File: config.mk
export PLATFORM = sky130hd
export DESIGN_NAME = lsu_align_flat
export DESIGN_NICKNAME = d
export VERILOG_FILES = /design/src/rtl/lsu_align_if.sv /design/src/rtl/lsu_align.sv /design/src/flat_wrapper.sv
export SDC_FILE = /design/constraint.sdc
export NUM_CORES = 1
export LEC_CHECK = 0
export ABC_AREA = 1
export BUFFER_PORTS_ARGS = -buffer_cell sky130_fd_sc_hd__buf_2
export CORE_ASPECT_RATIO = 1.2
export CORE_UTILIZATION = 42
export DETAILED_ROUTE_END_ITERATION = 8
export GPL_TIMING_DRIVEN = 0
export PLACE_DENSITY = 0.68
export SLEW_MARGIN = 20
export SYNTH_ARGS = -nofsm -noshare
export SYNTH_HDL_FRONTEND = slang
export SYNTH_SLANG_ARGS = --single-unit
File: constraint.sdc
create_clock -name clk_i -period 3.4 [get_ports clk_i]
set_input_delay 0.17 -clock clk_i [delete_from_list [all_inputs] [get_ports clk_i]]
set_output_delay 0.17 -clock clk_i [all_outputs]
set_load 0.02 [all_outputs]
File: src/rtl/lsu_align_if.sv
//------------------------------------------------------------------------------
// Module : lsu_align_if
// Purpose: Bundles the signals of the load/store alignment unit: the request
//          handshake from the EX/MEM register, the word-wide data memory port,
//          and the registered load response / error pulse.
// Ports  : slave  - view of the alignment unit (consumes requests, drives memory)
//          master - view of the pipeline/memory environment around the unit
// Rev    : 1.0  initial release
//------------------------------------------------------------------------------
`default_nettype none

interface lsu_align_if #(
  parameter int MEM_AW = 11
);
  // request side
  logic              req_valid_i;
  logic              req_we_i;
  logic [2:0]        req_funct3_i;
  logic [31:0]       req_addr_i;
  logic [31:0]       req_wdata_i;
  logic              req_ready_o;
  // memory side
  logic [MEM_AW-1:0] mem_addr_o;
  logic              mem_we_o;
  logic [3:0]        mem_be_o;
  logic [31:0]       mem_wdata_o;
  logic [31:0]       mem_rdata_i;
  // response side
  logic              rsp_valid_o;
  logic [31:0]       rsp_data_o;
  logic              err_o;

  modport slave (
    input  req_valid_i, req_we_i, req_funct3_i, req_addr_i, req_wdata_i,
    output req_ready_o,
    output mem_addr_o, mem_we_o, mem_be_o, mem_wdata_o,
    input  mem_rdata_i,
    output rsp_valid_o, rsp_data_o, err_o
  );

  modport master (
    output req_valid_i, req_we_i, req_funct3_i, req_addr_i, req_wdata_i,
    input  req_ready_o,
    input  mem_addr_o, mem_we_o, mem_be_o, mem_wdata_o,
    output mem_rdata_i,
    input  rsp_valid_o, rsp_data_o, err_o
  );
endinterface

`default_nettype wire

File: src/rtl/lsu_align.sv
//------------------------------------------------------------------------------
// Module : lsu_align
// Purpose: MEM-stage load/store alignment unit in front of a word-wide data
//          memory. Turns byte-addressed RV32I loads/stores into word accesses
//          with byte enables, splits word-crossing accesses into two cycles
//          (stalling the pipeline once), and sign/zero-extends load data into
//          a registered response for the MEM/WB boundary.
// Params : MEM_AW      - word-address width toward memory (2**MEM_AW words)
//          MISALIGN_EN - 1: split word-crossing accesses, 0: reject with err
// Ports  : clk_i  - clock
//          rstn_i - asynchronous active-low reset
//          bus    - lsu_align_if.slave: request handshake, memory port,
//                   load response and error pulse
// Rev    : 1.0  initial release
//------------------------------------------------------------------------------
`default_nettype none

module lsu_align #(
  parameter int MEM_AW      = 11,
  parameter int MISALIGN_EN = 1
) (
  input  wire          clk_i,
  input  wire          rstn_i,
  lsu_align_if.slave   bus
);

  typedef enum logic [0:0] {
    S_IDLE   = 1'b0,
    S_SECOND = 1'b1
  } state_e;

  state_e            state_q, state_d;
  logic [31:0]       rdata_lo_q, rdata_lo_d;
  logic              rsp_valid_q, rsp_valid_d;
  logic [31:0]       rsp_data_q, rsp_data_d;
  logic              err_q, err_d;

  logic [1:0]        off;
  logic [2:0]        size_b;
  logic [3:0]        size_mask;
  logic              f3_legal;
  logic              split;
  logic              split_allowed;
  logic              reject;
  logic [MEM_AW-1:0] wa;
  logic [7:0]        be_ext;
  logic [63:0]       wdata_ext;
  logic [63:0]       rd_pair;
  logic [31:0]       load_word;

  logic              ready_c;
  logic [MEM_AW-1:0] addr_c;
  logic              we_c;
  logic [3:0]        be_c;
  logic [31:0]       wdata_c;

  // Address bits above the memory window are intentionally ignored.
  logic              unused_addr_hi;
  assign unused_addr_hi = ^bus.req_addr_i[31:MEM_AW+2];

  if (MISALIGN_EN != 0) begin : g_split_en
    assign split_allowed = 1'b1;
  end else begin : g_split_dis
    assign split_allowed = 1'b0;
  end

  assign off = bus.req_addr_i[1:0];
  assign wa  = bus.req_addr_i[MEM_AW+1:2];

  always_comb begin
    size_b    = 3'd4;
    size_mask = 4'b1111;
    case (bus.req_funct3_i[1:0])
      2'b00: begin size_b = 3'd1; size_mask = 4'b0001; end
      2'b01: begin size_b = 3'd2; size_mask = 4'b0011; end
      default: ;
    endcase
    f3_legal = 1'b0;
    case (bus.req_funct3_i)
      3'b000, 3'b001, 3'b010: f3_legal = 1'b1;
      3'b100, 3'b101:         f3_legal = !bus.req_we_i;
      default:                f3_legal = 1'b0;
    endcase
  end

  assign split  = ({1'b0, off} + size_b) > 3'd4;
  assign reject = !f3_legal || (split && !split_allowed);

  // Both halves of the 8-lane view: low nibble/word is the first access,
  // high nibble/word is what spills into the next word.
  assign be_ext    = {4'b0000, size_mask} << off;
  assign wdata_ext = {32'd0, bus.req_wdata_i} << {off, 3'b000};

  // In SECOND the latched first word sits below the freshly read one, so the
  // same right shift by the byte offset lines up the loaded bytes at bit 0.
  assign rd_pair   = (state_q == S_SECOND) ? {bus.mem_rdata_i, rdata_lo_q}
                                           : {32'd0, bus.mem_rdata_i};
  assign load_word = 32'(rd_pair >> {off, 3'b000});

  function automatic logic [31:0] extend(input logic [2:0] f3, input logic [31:0] w);
    case (f3)
      3'b000:  extend = {{24{w[7]}}, w[7:0]};
      3'b001:  extend = {{16{w[15]}}, w[15:0]};
      3'b100:  extend = {24'd0, w[7:0]};
      3'b101:  extend = {16'd0, w[15:0]};
      default: extend = w;
    endcase
  endfunction

  always_comb begin
    state_d     = state_q;
    rdata_lo_d  = rdata_lo_q;
    rsp_valid_d = 1'b0;
    rsp_data_d  = rsp_data_q;
    err_d       = 1'b0;
    ready_c     = 1'b0;
    addr_c      = wa;
    we_c        = 1'b0;
    be_c        = 4'b0000;
    wdata_c     = wdata_ext[31:0];

    case (state_q)
      S_IDLE: begin
        ready_c = 1'b1;
        if (bus.req_valid_i) begin
          if (reject) begin
            // Consumed in one cycle with no memory side effect.
            err_d = 1'b1;
            if (!bus.req_we_i) begin
              rsp_valid_d = 1'b1;
              rsp_data_d  = 32'd0;
            end
          end else if (split) begin
            ready_c    = 1'b0;
            we_c       = bus.req_we_i;
            be_c       = be_ext[3:0];
            rdata_lo_d = bus.mem_rdata_i;
            state_d    = S_SECOND;
          end else begin
            we_c = bus.req_we_i;
            be_c = be_ext[3:0];
            if (!bus.req_we_i) begin
              rsp_valid_d = 1'b1;
              rsp_data_d  = extend(bus.req_funct3_i, load_word);
            end
          end
        end
      end
      S_SECOND: begin
        // A request vanishing mid-split is abandoned without a second access.
        if (bus.req_valid_i) begin
          ready_c = 1'b1;
          addr_c  = wa + MEM_AW'(1);
          we_c    = bus.req_we_i;
          be_c    = be_ext[7:4];
          wdata_c = wdata_ext[63:32];
          if (!bus.req_we_i) begin
            rsp_valid_d = 1'b1;
            rsp_data_d  = extend(bus.req_funct3_i, load_word);
          end
        end
        state_d = S_IDLE;
      end
      default: state_d = S_IDLE;
    endcase

    // No write strobes may escape while reset is asserted.
    if (!rstn_i) begin
      we_c = 1'b0;
      be_c = 4'b0000;
    end
  end

  always_ff @(posedge clk_i or negedge rstn_i) begin
    if (!rstn_i) begin
      state_q     <= S_IDLE;
      rdata_lo_q  <= 32'd0;
      rsp_valid_q <= 1'b0;
      rsp_data_q  <= 32'd0;
      err_q       <= 1'b0;
    end else begin
      state_q     <= state_d;
      rdata_lo_q  <= rdata_lo_d;
      rsp_valid_q <= rsp_valid_d;
      rsp_data_q  <= rsp_data_d;
      err_q       <= err_d;
    end
  end

  assign bus.req_ready_o = ready_c;
  assign bus.mem_addr_o  = addr_c;
  assign bus.mem_we_o    = we_c;
  assign bus.mem_be_o    = be_c;
  assign bus.mem_wdata_o = wdata_c;
  assign bus.rsp_valid_o = rsp_valid_q;
  assign bus.rsp_data_o  = rsp_data_q;
  assign bus.err_o       = err_q;

endmodule

`default_nettype wire

File: src/flat_wrapper.sv
// flat-port wrapper written by rule: the top's interface ports become plain ports
module lsu_align_flat 
#(
  parameter int MEM_AW      = 11,
  parameter int MISALIGN_EN = 1
)
  (clk_i, rstn_i, bus_req_valid_i, bus_req_we_i, bus_req_funct3_i, bus_req_addr_i, bus_req_wdata_i, bus_req_ready_o, bus_mem_addr_o, bus_mem_we_o, bus_mem_be_o, bus_mem_wdata_o, bus_mem_rdata_i, bus_rsp_valid_o, bus_rsp_data_o, bus_err_o);
  lsu_align_if #(.MEM_AW(MEM_AW)) bus_i ();
  input  wire clk_i;
  input  wire rstn_i;
  input wire logic [$bits(bus_i.req_valid_i)-1:0] bus_req_valid_i;
  input wire logic [$bits(bus_i.req_we_i)-1:0] bus_req_we_i;
  input wire logic [$bits(bus_i.req_funct3_i)-1:0] bus_req_funct3_i;
  input wire logic [$bits(bus_i.req_addr_i)-1:0] bus_req_addr_i;
  input wire logic [$bits(bus_i.req_wdata_i)-1:0] bus_req_wdata_i;
  output wire logic [$bits(bus_i.req_ready_o)-1:0] bus_req_ready_o;
  output wire logic [$bits(bus_i.mem_addr_o)-1:0] bus_mem_addr_o;
  output wire logic [$bits(bus_i.mem_we_o)-1:0] bus_mem_we_o;
  output wire logic [$bits(bus_i.mem_be_o)-1:0] bus_mem_be_o;
  output wire logic [$bits(bus_i.mem_wdata_o)-1:0] bus_mem_wdata_o;
  input wire logic [$bits(bus_i.mem_rdata_i)-1:0] bus_mem_rdata_i;
  output wire logic [$bits(bus_i.rsp_valid_o)-1:0] bus_rsp_valid_o;
  output wire logic [$bits(bus_i.rsp_data_o)-1:0] bus_rsp_data_o;
  output wire logic [$bits(bus_i.err_o)-1:0] bus_err_o;
  assign bus_i.req_valid_i = bus_req_valid_i;
  assign bus_i.req_we_i = bus_req_we_i;
  assign bus_i.req_funct3_i = bus_req_funct3_i;
  assign bus_i.req_addr_i = bus_req_addr_i;
  assign bus_i.req_wdata_i = bus_req_wdata_i;
  assign bus_req_ready_o = bus_i.req_ready_o;
  assign bus_mem_addr_o = bus_i.mem_addr_o;
  assign bus_mem_we_o = bus_i.mem_we_o;
  assign bus_mem_be_o = bus_i.mem_be_o;
  assign bus_mem_wdata_o = bus_i.mem_wdata_o;
  assign bus_i.mem_rdata_i = bus_mem_rdata_i;
  assign bus_rsp_valid_o = bus_i.rsp_valid_o;
  assign bus_rsp_data_o = bus_i.rsp_data_o;
  assign bus_err_o = bus_i.err_o;
  lsu_align #(.MEM_AW(MEM_AW), .MISALIGN_EN(MISALIGN_EN)) u_core (.clk_i(clk_i), .rstn_i(rstn_i), .bus(bus_i));
endmodule
==> parameters.txt <==
Parameter                              Value

Run status
  Outcome ... completed

Global routing
  Via count of the first global-routing pass ... 6679
  Final global-route overflow total ... 0
  Largest net degree at the start of global routing ... 48
  Initial antenna violation count ... 0
  Global-route wire length before repair ... 34090 um
  Aggregate global-route resource usage ... 0.3081

CTS
  Number of clock buffers inserted by TritonCTS ... 9
  Sink count of the clock tree ... 67
  Clock insertion delay at the later pin of the skew report ... 340 ps
  H-tree depth ... 3
  Clock transition at the register clock pins on the worst setup and hold paths after CTS ... 50 ps
  Number of hold-repair buffers added at the cts stage ... 1
  Number of cells upsized or downsized after cts ... 0
  CTS root buffer ... clkbuf_16
  Clock tree from TritonCTS ... built
  Setup bufs post-CTS ... 0
  Bufs on Longest Clock Path ... 2

Placement
  Global placer's final weighted congestion ... 0.9502
  Port Buf Inserts ... 165
  Number of cells in the design after placement ... 1299
  Detailed Place HPWL ... 16770 um

Synth
  Flops & latches, synth ... 67
  Main flop type after synthesis ... dfrtp_1
  Gate Count Post-Synth ... 965
  Syn_area_per_cell ... 6.060 um^2
  Number of flops mapped to enable cells by yosys ... 0
  Number of distinct library cell variants in the gate-level netlist after synthesis ... 39
  Main combinational cell family by area after synthesis ... simple AND/OR/NAND/NOR gates
  Async SR Flop Fraction ... 1.000
  Post-Synth XOR/XNOR Area ... 0.01348
  Sequential-to-total area share from yosys stat ... 0.2867
  Adder and majority gate portion of the synthesized area ... 0.009842
  Simple-gate area share of the yosys netlist ... 0.4061
  Mux share of post-synthesis cell area ... 0.006846
  Combined area of all synthesized cells ... 0.005848 mm^2
  Synthesized-area fraction occupied by ao, oa, aoi and oai cells ... 0.1515
  Synth warn ... 0
  Post-Synthesis Net Count ... 1072

Critical path
  Startpoint kind of the worst setup timing path ... flop
  Data required time of the worst path ... 3230 ps
  Category of the worst setup path capture point ... output port
  CP Class ... reg -> out
  Launching element of the worst setup path ... u_core.state_q$_DFF_PN0_
  Data arrival time of the critical path ... 2350 ps
  Worst Reg-to-Reg Cells ... 11
  FF-to-FF Start ... u_core.state_q$_DFF_PN0_
  Maximum fanout encountered on the critical timing path ... 10

Die
  Core Footprint ... 0.01341 mm^2
  Die Outline Area ... 0.01440 mm^2
  Initial Util ... 0.4361
  Floorplan die height ... 131.3 um
  Boundary Pins ... 186
  Die outline width ... 109.7 um
  Floorplan row count ... 46

Power
  P_leak ... 0.004086 uW
  VDD IR max ... 296.7 uV
  Power density cells ... 448.4 mW/mm^2

Timing
  Count of endpoints failing setup in the final report ... 0
  Clock skew after layout ... 9.505 ps
  Hold violation total from the final report ... 0
  Fin. max-slew vios ... 0
  Setup repair after global routing missed its margin ... false
  Least-Margin Pin Slew ... 544.5 ps
  Slew Limit Headroom ... 0.6370
  Post-layout minimum cycle time ... 2516 ps
  Final period utilization ... 0.7399
  Highest achievable clock rate ... 0.3975 GHz
  Setup TNS Final ... 0 ps

Drt
  WL/cell ... 16.22 um
  First drt pass iteration count ... 7
  Post-route DRC ... 0
  Total via count in the routed design ... 6928
  Detail Route Antenna Nets ... 0
  Vias per Instance ... 5.272
  First-iteration detailed-routing DRC count ... 468
  Total Routed Length ... 21320 um

Hold path
  Hold WC Path Type ... in -> reg
  Count of cells along the worst hold path ... 3
  Min-delay src ... bus_mem_rdata_i[25]

Finish
  Final instance count without filler cells ... 1314
  Antenna cell count ... 0
  Layout overhead on the synthesized area ... 23.56%
  Fraction of layout cells with a size suffix above 1 ... 0.2208
  Most common library cell in the layout ignoring fill and taps ... nand2_1
  Nets@finish ... 1250
  Most frequent cells in the layout ... 331 x nand2_1, 187 x buf_2, 124 x nor2_1

Job
  Max-capacitance violation count ... 0
==> registers in the layout, summed over array words and instances (netlist names) <==
| register | cells |
|---|---|
| u_core.rdata_lo_q | 32 |
| u_core.bus.rsp_data_o | 32 |
| u_core.state_q | 1 |
| u_core.bus.err_o | 1 |
| u_core.bus.rsp_valid_o | 1 |
==> worst paths after layout <==
kind,endpoint,slack [ps]
setup / recovery,bus_mem_wdata_o[25],880
hold / removal,u_core.rdata_lo_q[25]$_DFFE_PN0P_,70
setup reg to reg,u_core.bus.rsp_data_o[29]$_DFFE_PN0P_,1610
hold reg to reg,u_core.bus.rsp_data_o[4]$_DFFE_PN0P_,480
max in group asynchronous,u_core.rdata_lo_q[21]$_DFFE_PN0P_,2570
min in group asynchronous,u_core.rdata_lo_q[8]$_DFFE_PN0P_,280
==> cell usage after synthesis, types with 4 or more instances <==
library cell	count	area share
buf_2	23	0.020
a21oi_1	40	0.034
nand2_1	331	0.21
o21ai_0	83	0.071
inv_2	5	0.0032
buf_6	5	0.0096
nand3_1	75	0.064
buf_4	14	0.018
nand2_4	4	0.0077
o211ai_1	8	0.010
mux2i_1	4	0.0068
dfrtp_1	67	0.29
xor2_1	9	0.013
inv_1	103	0.066
nor2_4	5	0.0096
nor2_1	124	0.080
o221a_2	4	0.0077
clkbuf_1	12	0.0077
o22ai_1	16	0.017
==> cell type report <==
class / count / area [um^2]
Tap cell: 168 / 210.2
Fill cell: 1421 / 6185
Clock inverter: 2 / 35.03
Inverter: 110 / 412.9
Multi-Input combinational cell: 734 / 3437
Buffer: 54 / 321.6
Timing Repair Buffer: 167 / 865.8
Clock buffer: 12 / 266.5
Sequential cell: 67 / 1677
==> kinds of logic (layout without fill, tap and decap cells) <==
logic type,after synthesis,count (layout)
buffers and inverters,164,345
flip-flops,67,67
adder cells (fa/ha/maj),4,4
XOR/XNOR,9,9
multiplexers,4,4
AND/OR/NAND/NOR,558,558
AO/OA/AOI/OAI,159,159
==> stage by stage <==
| stage | area (um^2) | util | power [uW] | setup WS (ps) | hold WS, ps |
|---|---|---|---|---|---|
| 3_5_place_dp | 6914 | 0.5156 | 2276 | 882.1 | 95.60 |
| 6_report | 7226 | 0.5388 | 3240 | 884.2 | 66.59 |
| 5_1_grt | 7226 | 0.5388 | 3442 | 772.6 | 76.79 |
| 4_1_cts | 7226 | 0.5388 | 3244 | 863.8 | 58.08 |
| 3_3_place_gp | 6884 | 0.5133 | 2254 | 832.9 | 408.3 |
| 2_1_floorplan | 5848 | - | 1863 | 1395 | -125.6 |
==> power by group <==
part           switching, uW  total [uW]  internal (uW)
Combinational            783        1180            393
Sequential              94.3        1100           1000
Clock                    349         967            618
Total                   1230        3240           2010
==> routing by layer <==
layer | track usage | wire (um) | part of all wire
met1 | 0.3494 | 8277 | 0.39
met5 | 0 | 0 | 0
met2 | 0.5297 | 10440 | 0.49
met4 | 0.1719 | 1149 | 0.054
met3 | 0.05903 | 1449 | 0.068
==> critical path, cell delays in order, from the launching register on <==
cell and delay [ps]:
dfrtp_1 430, buf_4 200, nand2_4 90, inv_1 110, nor2_4 190, clkinv_1 300
buf_4 280, o22ai_1 210, buf_2 220
Note: power is estimated with default switching activity, not from simulation.
